`src/rtl/dimension_swap_mux.sv`:
```
// Wide-word N:1 selector: transposes the entry array to per-bit vectors, muxes each bit
// through a 16:1 slice (2x mux8x1 + mux2x1) and registers the result. Optional: DIMSWAP_RANGE_ERR_EN.

module mux8x1 (
    input  logic [7:0] in,
    input  logic [2:0] port,
    output logic       out
);
    assign out = in[port];
endmodule

module mux2x1 (
    input  logic [1:0] in,
    input  logic       port,
    output logic       out
);
    assign out = in[port];
endmodule

module dimension_swap_mux #(
    parameter int INPUT_UNPACKED_SIZE = 16,
    parameter int INPUT_PACKED_SIZE   = 1
) (
    input  logic                           clk,
    input  logic                           reset_n,
    input  logic [INPUT_PACKED_SIZE-1:0]   in [INPUT_UNPACKED_SIZE],
    input  logic [3:0]                     port,
    input  logic                           in_valid,
    output logic [INPUT_UNPACKED_SIZE-1:0] swap_out [INPUT_PACKED_SIZE],
`ifdef DIMSWAP_RANGE_ERR_EN
    output logic                           range_err,
`endif
    output logic [INPUT_PACKED_SIZE-1:0]   out,
    output logic                           out_valid
);
    localparam int N    = INPUT_UNPACKED_SIZE;
    localparam int SIZE = INPUT_PACKED_SIZE;

    logic [SIZE-1:0] sel;
    logic [SIZE-1:0] out_q, out_d;
    logic            out_valid_q;

    for (genvar b = 0; b < SIZE; b++) begin : g_bit
        for (genvar e = 0; e < N; e++) begin : g_ent
            assign swap_out[b][e] = in[e][b];
        end

        // Entries beyond N are tied low so out-of-range selects return 0, never X.
        logic [15:0] vec;
        logic        lo, hi;
        always_comb begin
            vec        = '0;
            vec[N-1:0] = swap_out[b];
        end

        mux8x1 u_lo (.in(vec[7:0]),  .port(port[2:0]), .out(lo));
        mux8x1 u_hi (.in(vec[15:8]), .port(port[2:0]), .out(hi));
        mux2x1 u_2  (.in({hi, lo}),  .port(port[3]),   .out(sel[b]));
    end

    assign out_d = in_valid ? sel : out_q;

    always_ff @(posedge clk or negedge reset_n) begin
        if (!reset_n) begin
            out_q       <= '0;
            out_valid_q <= 1'b0;
        end else begin
            out_q       <= out_d;
            out_valid_q <= in_valid;
        end
    end

    assign out       = out_q;
    assign out_valid = out_valid_q;

`ifdef DIMSWAP_RANGE_ERR_EN
    localparam logic [4:0] NUM = 5'(N);
    logic range_err_q, range_err_d;

    assign range_err_d = in_valid & ({1'b0, port} >= NUM);

    always_ff @(posedge clk or negedge reset_n) begin
        if (!reset_n) range_err_q <= 1'b0;
        else          range_err_q <= range_err_d;
    end

    assign range_err = range_err_q;
`endif

endmodule

```
`config.mk`:
```
export PLATFORM = sky130hd
export DESIGN_NAME = dimension_swap_mux
export DESIGN_NICKNAME = d
export VERILOG_FILES = /design/src/rtl/dimension_swap_mux.sv
export SDC_FILE = /design/constraint.sdc
export NUM_CORES = 1
export LEC_CHECK = 0
export ABC_AREA = 1
export CAP_MARGIN = 40
export CORE_MARGIN = 1.5
export CORE_UTILIZATION = 31
export DETAILED_ROUTE_END_ITERATION = 10
export PLACE_DENSITY = 0.91
export SETUP_SLACK_MARGIN = 0.02
export SLEW_MARGIN = 20
export SYNTH_ARGS = -nofsm -noshare
export SYNTH_HDL_FRONTEND = slang
export SYNTH_HIERARCHICAL = 1
export SYNTH_SLANG_ARGS = --single-unit
export TNS_END_PERCENT = 50
```
`constraint.sdc`:
```
create_clock -name clk -period 1.1 [get_ports clk]
set_input_delay 0.22 -clock clk [delete_from_list [all_inputs] [get_ports clk]]
set_output_delay 0.22 -clock clk [all_outputs]
set_load 0.02 [all_outputs]
```
==> results of run 1 <==
power groups by stage:
stage	Clock [mW]	Combinational [mW]	Sequential (mW)
finish	0.159	0.267	0.0840
global route	0.174	0.292	0.0846
CTS	0.164	0.275	0.0840
detailed placement	0	0.303	0.0849
global placement	0	0.296	0.0843
floorplan	0	0.146	0.0934
kinds of logic (layout without fill, tap and decap cells):
kind of cell	Yosys count	count (layout)	synth area share, %
AND/OR/NAND/NOR	40	40	38.10
buffers and inverters	40	73	50.00
flip-flops	2	2	11.91
synth_stat cells (all sizes together):
library cell,count
buf,16
inv,24
nand3,8
dfrtp,2
nand2,32
final cells by class:
cell class / count / share of cell area (%)
Timing Repair Buffer: 46 / 53.96
Multi-Input combinational cell: 40 / 21.78
Inverter: 24 / 12.21
Sequential cell: 2 / 6.601
Clock buffer: 3 / 2.970
Tap cell: 15 / 2.475
layout by cell type, fill, tap and decap left out, drive strengths merged:
| cell | count |
|---|---|
| buf | 20 |
| clkbuf | 5 |
| inv | 24 |
| nand3 | 8 |
| nand2 | 32 |
| dfrtp | 2 |
| dlygate4sd2 | 4 |
| clkdlybuf4s15 | 3 |
| dlymetal6s2s | 13 |
| clkdlybuf4s50 | 4 |
per-stage QoR:
stage | utilization, % | instance area [sq um] | instances
CTS | 56.48 | 725.7 | 130
floorplan | - | 420.4 | 82
global route | 59.01 | 758.2 | 130
global placement | 58.91 | 757.0 | 126
detailed placement | 58.91 | 757.0 | 126
finish | 59.01 | 758.2 | 130
worst paths after layout:
kind,to,cells after the start,from
setup / recovery,out,12,in[4]
hold / removal,out_valid,1,reset_n
setup reg to reg,out,2,out
hold reg to reg,out,2,out
max in group asynchronous,out,1,reset_n
min in group clk,out,2,out
registers in the layout, indices dropped and copies added, names as in the netlist:
name and cells:
out_valid 1, out 1
critical path: stages:
cell and delay [ns]:
dlygate4sd2_1 0.25, buf_4 0.13, inv_1 0.04, nand2_1 0.05
nand3_1 0.07, nand2_1 0.05, nand2_1 0.05, nand2_1 0.05
nand2_1 0.06, nand2_1 0.05, nand2_1 0.05, nand2_1 0.05
repair_timing:
item | in CTS | in global routing
resized for setup | 76 | 19
hold buffers | 0 | 0
gates cloned | 1 | 0
setup endpoints to repair | 19 | 13
pin swaps | 0 | 7
per-layer routing:
| metal | vias to the layer above | global-route usage, % |
|---|---|---|
| li1 | 283 | - |
| met1 | 240 | 12.91 |
| met2 | 19 | 33.20 |
| met3 | 0 | 3.977 |
| met4 | 0 | 2.586 |
| met5 | - | 0 |
==> metrics.md, run 1 <==
| Metric | Value |
|---|---|
| Highest Signal Layer | `met3` |
| CP Capture Type | `flip-flop` |
| CP startpoint kind | `input port` |
| CTS Buffer Depth | `2` |
| WL final | `1190 um` |
| Critical path type | `input port to flip-flop` |
| # IOs | `41` |
| Post-DP HPWL | `927.9 um` |
| Clock Power Share | `31.1%` |
| P&R area growth vs syn | `80.36%` |
| Fraction of layout cells with a size suffix above 1 | `26.09%` |
| Clock-pin slew on the worst setup and hold paths | `0.03 ns` |
| Final Worst Setup Slack | `0.07371 ns` |
| Net Count, Synth | `105` |
| Initial antenna violation count | `0` |
| Synth area leader | `buf_4` |
| Fmax achieved | `974.4 MHz` |
| Clk_skew | `0 ns` |
| CTS Root Cell | `clkbuf_4` |
| Routed WL per cell | `9.154 um` |
| Ant. Diodes | `0` |
| H-tree depth | `1` |
| P_leak | `0.5864 nW` |
| Height of the chip | `39.83 um` |
| Sequential element share of the synthesized area | `11.90%` |
| DR DRC count | `0` |
| Status | `complete, no violations` |
| Setup Viol. Count Final | `0` |
| Vias in the first global route | `465` |
| Clk sink count | `2` |
| Number of synthesized register bits | `2` |
| Skew-Pair Late Insertion Delay | `0.22 ns` |
| Final hold violations | `0` |
| Yosys synthesis warning count | `6` |
| HP Class | `input port to async pin` |
| Reg2reg setup slack | `0.49 ns` |
| Power density over cell area | `673.0 nW/um^2` |
| Setup TNS | `0 ns` |
| Max_cap viols | `0` |
| Worst slew pin tran | `0.2431 ns` |
| Number of port buffers | `40` |
| CTS tree | `done` |
| Total power | `510.3 uW` |
| WP data arrival | `1.13 ns` |
| Multi-input gate area | `165.2 sq um` |
| Worst VDD drop | `0.3159 mV` |
| Total track usage | `15.15%` |
| Gpl congestion | `0.7382` |
| Pins over their slew limit | `0` |
| Pre-CTS WS | `-0.4674 ns` |
| Post-synthesis cell type count | `6` |
| Sw power | `178.9 uW` |
| Syn Inst Count | `82` |
| Combinational share of power | `52.4%` |
| Relative slew slack | `83.79%` |
| Critical path data required time | `1.20 ns` |
| Sw frac | `35.06%` |
| Vias post-DR | `542` |
| WL met1 | `461 um` |
| Core area | `1285 sq um` |
| Area of the mapped netlist | `420.4 sq um` |
| 1st-iter DRT viols | `2` |
| Die footprint | `1586 sq um` |
| Post-CTS Setup Inserts | `0` |
| # rows | `13` |
| Met2 Routed Length | `649 um` |
| Largest net degree at the start of global routing | `7` |
| Share of the synthesized area in the top cell type | `28.57%` |
| Pint | `331.4 uW` |
| Met3 Wirelength | `79 um` |
| FF+latch area | `50.05 sq um` |
| Tmin final | `1.026 ns` |
| Chip width | `39.83 um` |
| Register share of total power | `16.5%` |
| GRT Residual Overflow | `0` |
| Crit Path Max Fanout | `2` |
| # fillers | `126` |
| Drt pass-1 iters | `2` |
| Num CTS Buffers | `3` |
| Final Hold Slack | `0.1621 ns` |
| Cells taking the most area after synthesis | `buf_4 (29%), nand2_1 (29%), inv_1 (20%)` |
| RSZ-0062 raised after global routing | `true` |
| Tcrit/Tclk final | `93.30%` |
| Vias per cell | `4.169` |
| Fin nets | `140` |
| First-pass GRT wire length | `1628 um` |
| Initial Utilization | `32.72%` |
| Syn_area_per_cell | `5.127 sq um` |
| Antenna-violating nets left | `0` |
Note: power is estimated with default switching activity, not from simulation.
==> inputs of run 2 (changes only) <==
--- a/config.mk
+++ b/config.mk
@@ -12,6 +12,7 @@
 export DETAILED_ROUTE_END_ITERATION = 10
 export PLACE_DENSITY = 0.91
 export SETUP_SLACK_MARGIN = 0.02
+export SKIP_LAST_GASP = 1
 export SLEW_MARGIN = 20
 export SYNTH_ARGS = -nofsm -noshare
 export SYNTH_HDL_FRONTEND = slang
==> metrics.md, run 2 (synthesis results as in run 1) <==
| Metric | Value |
|---|---|
| CP peak stage delay | `0.34 ns` |
| Fraction of layout cells with a size suffix above 1 | `25.22%` |
| Bufs and invs on worst path | `1` |
| P_leak | `0.5962 nW` |
| Drt pass-1 iters | `2` |
| Vias post-DR | `542` |
| CTS Buffer Depth | `2` |
| Largest net degree at the start of global routing | `7` |
| Worst slew pin tran | `0.2430 ns` |
| Tcrit/Tclk final | `99.84%` |
| Pre-CTS WS | `-0.4674 ns` |
| Core area | `1285 sq um` |
| CTS tree | `done` |
| Relative slew slack | `83.80%` |
| Die footprint | `1586 sq um` |
| GRT met2 Usage | `33.20%` |
| Total track usage | `15.15%` |
| Pins over their slew limit | `0` |
| Combinational share of power | `52.6%` |
| First-pass GRT wire length | `1628 um` |
| Setup Viol. Count Final | `0` |
| Non-filler cells, final | `130` |
| CTS Root Cell | `clkbuf_4` |
| H-tree depth | `1` |
| 1st-iter DRT viols | `2` |
| Ant. Diodes | `0` |
| Register share of total power | `16.4%` |
| Clk sink count | `2` |
| RSZ-0062 raised after global routing | `true` |
| Slowest CP cell | `dfrtp_1` |
| WP data arrival | `0.88 ns` |
| Fin nets | `140` |
| Commonest non-fill, non-tap cell in the layout | `nand2_1` |
| # IOs | `41` |
| Critical path type | `flip-flop to primary output` |
| Clock Power Share | `31.0%` |
| CP Capture Type | `primary output` |
| Worst VDD drop | `0.3159 mV` |
| HP Class | `input port to async pin` |
| CP cell instances | `dlygate4sd2_1` |
| Final Hold Slack | `0.1621 ns` |
| Crit Path Max Fanout | `1` |
| Number of port buffers | `40` |
| Critical path data required time | `0.88 ns` |
| Clock-pin slew on the worst setup and hold paths | `0.03 ns` |
| Global route hottest layer | `met2` |
| WL final | `1197 um` |
| FF+latch area | `50.05 sq um` |
| Tmin final | `1.098 ns` |
| Height of the chip | `39.83 um` |
| Sw power | `179.1 uW` |
| Skew-Pair Late Insertion Delay | `0.22 ns` |
| Met1 usage | `12.91%` |
| P&R area growth vs syn | `83.63%` |
| CP startpoint kind | `flip-flop` |
| DP Cell Count | `126` |
| Pint | `333.9 uW` |
| Sw frac | `34.91%` |
| Multi-input gate area | `165.2 sq um` |
| Fmax achieved | `910.5 MHz` |
| DR DRC count | `0` |
| Met3 global-route usage | `3.977%` |
| Power density over cell area | `664.4 nW/um^2` |
| Vias per cell | `4.169` |
| Final Worst Setup Slack | `0.001743 ns` |
| Initial antenna violation count | `0` |
| Gpl congestion | `0.7382` |
| CP delay by family, top | `flip-flops` |
| Post-DP HPWL | `927.9 um` |
| # rows | `13` |
| Post-CTS Setup Inserts | `0` |
| Final hold violations | `0` |
| Clk_skew | `0 ns` |
| Num CTS Buffers | `3` |
| Routed WL per cell | `9.208 um` |
| Max_cap viols | `0` |
| Status | `complete, no violations` |
| GRT Residual Overflow | `0` |
| Antenna-violating nets left | `0` |
| Vias in the first global route | `465` |
| Most frequent cells in the layout | `nand2_1 (32), inv_1 (22), dlymetal6s2s_1 (14)` |
| Initial Utilization | `32.72%` |
| Chip width | `39.83 um` |
| # fillers | `124` |
run 2: changes by cell type in the layout (fill, tap and decap cells not counted):
cell	change
clkdlybuf4s15_2	+1
buf_2	-1
dlymetal6s2s_1	+1
clkbuf_2	-1
run 2: timing repair:
action	4_1_cts	5_1_grt
cloned	1	0
pin swaps	0	7
endpoints found under the setup margin	19	14
gates resized for setup	68	24
hold buffers	0	0
run 2: final timing paths:
check,start,endpoint,slack (ns),cells after the start
max,out_valid,out_valid,0.002,1
min,reset_n,out_valid,0.16,1
max reg2reg,out,out,0.49,2
min reg2reg,out,out,0.49,2
max in group asynchronous,reset_n,out,0.82,1
min in group clk,out,out,0.49,2
run 2: metal layers:
layer	share of wire (%)	wire length, um	up-vias
met3	6.7	80	0
met2	54	650	19
li1	-	-	283
met4	0	0	0
met5	0	0	-
met1	39	466	240
run 2: metrics by stage:
stage	cell area (sq um)	utilization [%]	power (mW)	TNS, ns
6_report	772.0	60.08	0.5129	0
5_1_grt	772.0	60.08	0.5532	-0.04922
4_1_cts	763.2	59.40	0.5322	-0.6360
3_5_place_dp	757.0	58.91	0.3877	-7.265
3_3_place_gp	757.0	58.91	0.3800	-7.056
2_1_floorplan	420.4	-	0.2398	0
run 2: power by group through the flow:
stage | clock network (mW) | logic [mW] | registers, mW
2_1_floorplan | 0 | 0.146 | 0.0934
3_3_place_gp | 0 | 0.296 | 0.0843
3_5_place_dp | 0 | 0.303 | 0.0849
4_1_cts | 0.164 | 0.284 | 0.0839
5_1_grt | 0.174 | 0.295 | 0.0845
6_report | 0.159 | 0.270 | 0.0840
run 2: cell type report:
class	instances	area share, %
Multi-Input combinational cell	40	21.39
Clock buffer	3	2.917
Inverter	24	11.99
Timing Repair Buffer	46	54.78
Tap cell	15	2.431
Sequential cell	2	6.483
==> inputs of run 3 (changes only) <==
--- a/config.mk
+++ b/config.mk
@@ -10,6 +10,7 @@
 export CORE_MARGIN = 1.5
 export CORE_UTILIZATION = 31
 export DETAILED_ROUTE_END_ITERATION = 10
+export MAX_ROUTING_LAYER = met4
 export PLACE_DENSITY = 0.91
 export SETUP_SLACK_MARGIN = 0.02
 export SKIP_LAST_GASP = 1
==> metrics.md, run 3 (synthesis results as in run 1) <==
| Metric | Value |
|---|---|
| Status | `complete, no violations` |
| Post-DP HPWL | `927.9 um` |
| Slowest CP cell | `dfrtp_1` |
| CP peak stage delay | `0.34 ns` |
| Critical path type | `flip-flop to primary output` |
| Num CTS Buffers | `3` |
| WP data arrival | `0.88 ns` |
| Max_cap viols | `0` |
| Drt pass-1 iters | `1` |
| DR DRC count | `0` |
| H-tree depth | `1` |
| P&R area growth vs syn | `83.63%` |
| CTS tree | `done` |
| Final Worst Setup Slack | `0.001382 ns` |
| Die footprint | `1586 sq um` |
| # fillers | `124` |
| Gpl congestion | `0.7474` |
| Tmin final | `1.099 ns` |
| Pins over their slew limit | `0` |
| Setup Viol. Count Final | `0` |
| Antenna-violating nets left | `0` |
| Fin nets | `140` |
| Commonest non-fill, non-tap cell in the layout | `nand2_1` |
| Power density over cell area | `664.6 nW/um^2` |
| P_leak | `0.5962 nW` |
| RSZ-0062 raised after global routing | `true` |
| Tcrit/Tclk final | `99.87%` |
| Vias post-DR | `540` |
| Ant. Diodes | `0` |
| CTS Buffer Depth | `2` |
| CTS Root Cell | `clkbuf_4` |
| CP Capture Type | `primary output` |
| Largest net degree at the start of global routing | `7` |
| Total track usage | `15.51%` |
| CP delay by family, top | `flip-flops` |
| Most frequent cells in the layout | `nand2_1 (32), inv_1 (22), dlymetal6s2s_1 (14)` |
| Crit Path Max Fanout | `1` |
| CP cell instances | `dlygate4sd2_1` |
| # IOs | `41` |
| Clk_skew | `0 ns` |
| Clk sink count | `2` |
| Worst VDD drop | `0.3173 mV` |
| Number of port buffers | `40` |
| Clock-pin slew on the worst setup and hold paths | `0.03 ns` |
| Placed instance area | `757.0 sq um` |
| HP Class | `input port to async pin` |
| Vias per cell | `4.154` |
| # rows | `13` |
| 1st-iter DRT viols | `0` |
| Bufs and invs on worst path | `1` |
| Height of the chip | `39.83 um` |
| Final hold violations | `0` |
| Initial antenna violation count | `0` |
| Vias in the first global route | `464` |
| Fraction of layout cells with a size suffix above 1 | `25.22%` |
| First-pass GRT wire length | `1628 um` |
| Pre-CTS WS | `-0.4674 ns` |
| Core area | `1285 sq um` |
| CP startpoint kind | `flip-flop` |
| Fmax achieved | `910.2 MHz` |
| Relative slew slack | `83.82%` |
| Routed WL per cell | `9.169 um` |
| Chip width | `39.83 um` |
| WL final | `1192 um` |
| GRT Residual Overflow | `0` |
| Post-CTS Setup Inserts | `0` |
| Setup TNS | `0 ns` |
| Critical path data required time | `0.88 ns` |
| Design area | `772.0 sq um` |
| Initial Utilization | `32.72%` |
| Skew-Pair Late Insertion Delay | `0.22 ns` |
| Worst slew pin tran | `0.2426 ns` |
-- run 3: cell counts in the layout (fill, tap and decap cells not counted) --
Identical to the previous run, type by type.
-- run 3: routing by layer --
layer  part of all wire, %  global-route usage, %  wire length [um]  vias to the layer above
li1                      -                      -                 -                      282
met1                    38                  12.91               453                      237
met2                    55                  33.20               650                       21
met3                   7.5                  3.977                89                        0
met4                     0                  2.586                 0                        0
met5                     0                      -                 0                        -
-- run 3: power breakdown --
part | total, mW | internal, mW | switching (mW)
Combinational | 0.270 | 0.133 | 0.137
Clock | 0.159 | 0.120 | 0.0392
Sequential | 0.0839 | 0.0809 | 0.00303
Total | 0.513 | 0.334 | 0.179
-- run 3: area by class of cell --
cell class                      count  area, sq um  area share [%]
Clock buffer                        3        22.52           2.917
Timing Repair Buffer               46        422.9           54.78
Inverter                           24        92.59           11.99
Sequential cell                     2        50.05           6.483
Tap cell                           15        18.77           2.431
Multi-Input combinational cell     40        165.2           21.39
-- run 3: final timing paths --
check | from | endpoint | slack (ns) | cells past startpoint
worst min-delay path | reset_n | out_valid | 0.16 | 1
max in group asynchronous | reset_n | out | 0.82 | 1
worst max-delay path | out_valid | out_valid | 0.001 | 1
worst max register to register | out | out | 0.49 | 2
min in group clk | out | out | 0.49 | 2
worst min register to register | out | out | 0.49 | 2
-- run 3: stage by stage --
stage | power (mW) | std cells | utilization, % | hold slack (ns)
after CTS | 0.5322 | 130 | 59.40 | 0.1599
final | 0.5131 | 130 | 60.08 | 0.1617
after detailed placement | 0.3877 | 126 | 58.91 | 0.3932
after global routing | 0.5532 | 130 | 60.08 | 0.1597
after global placement | 0.3800 | 126 | 58.91 | 0.3878
after floorplan | 0.2398 | 82 | - | -0.07559
-- run 3: what timing repair did --
action,4_1_cts,5_1_grt
pin swaps,0,7
gates resized for setup,68,24
cloned,1,0
endpoints found under the setup margin,19,14
hold buffers,0,0
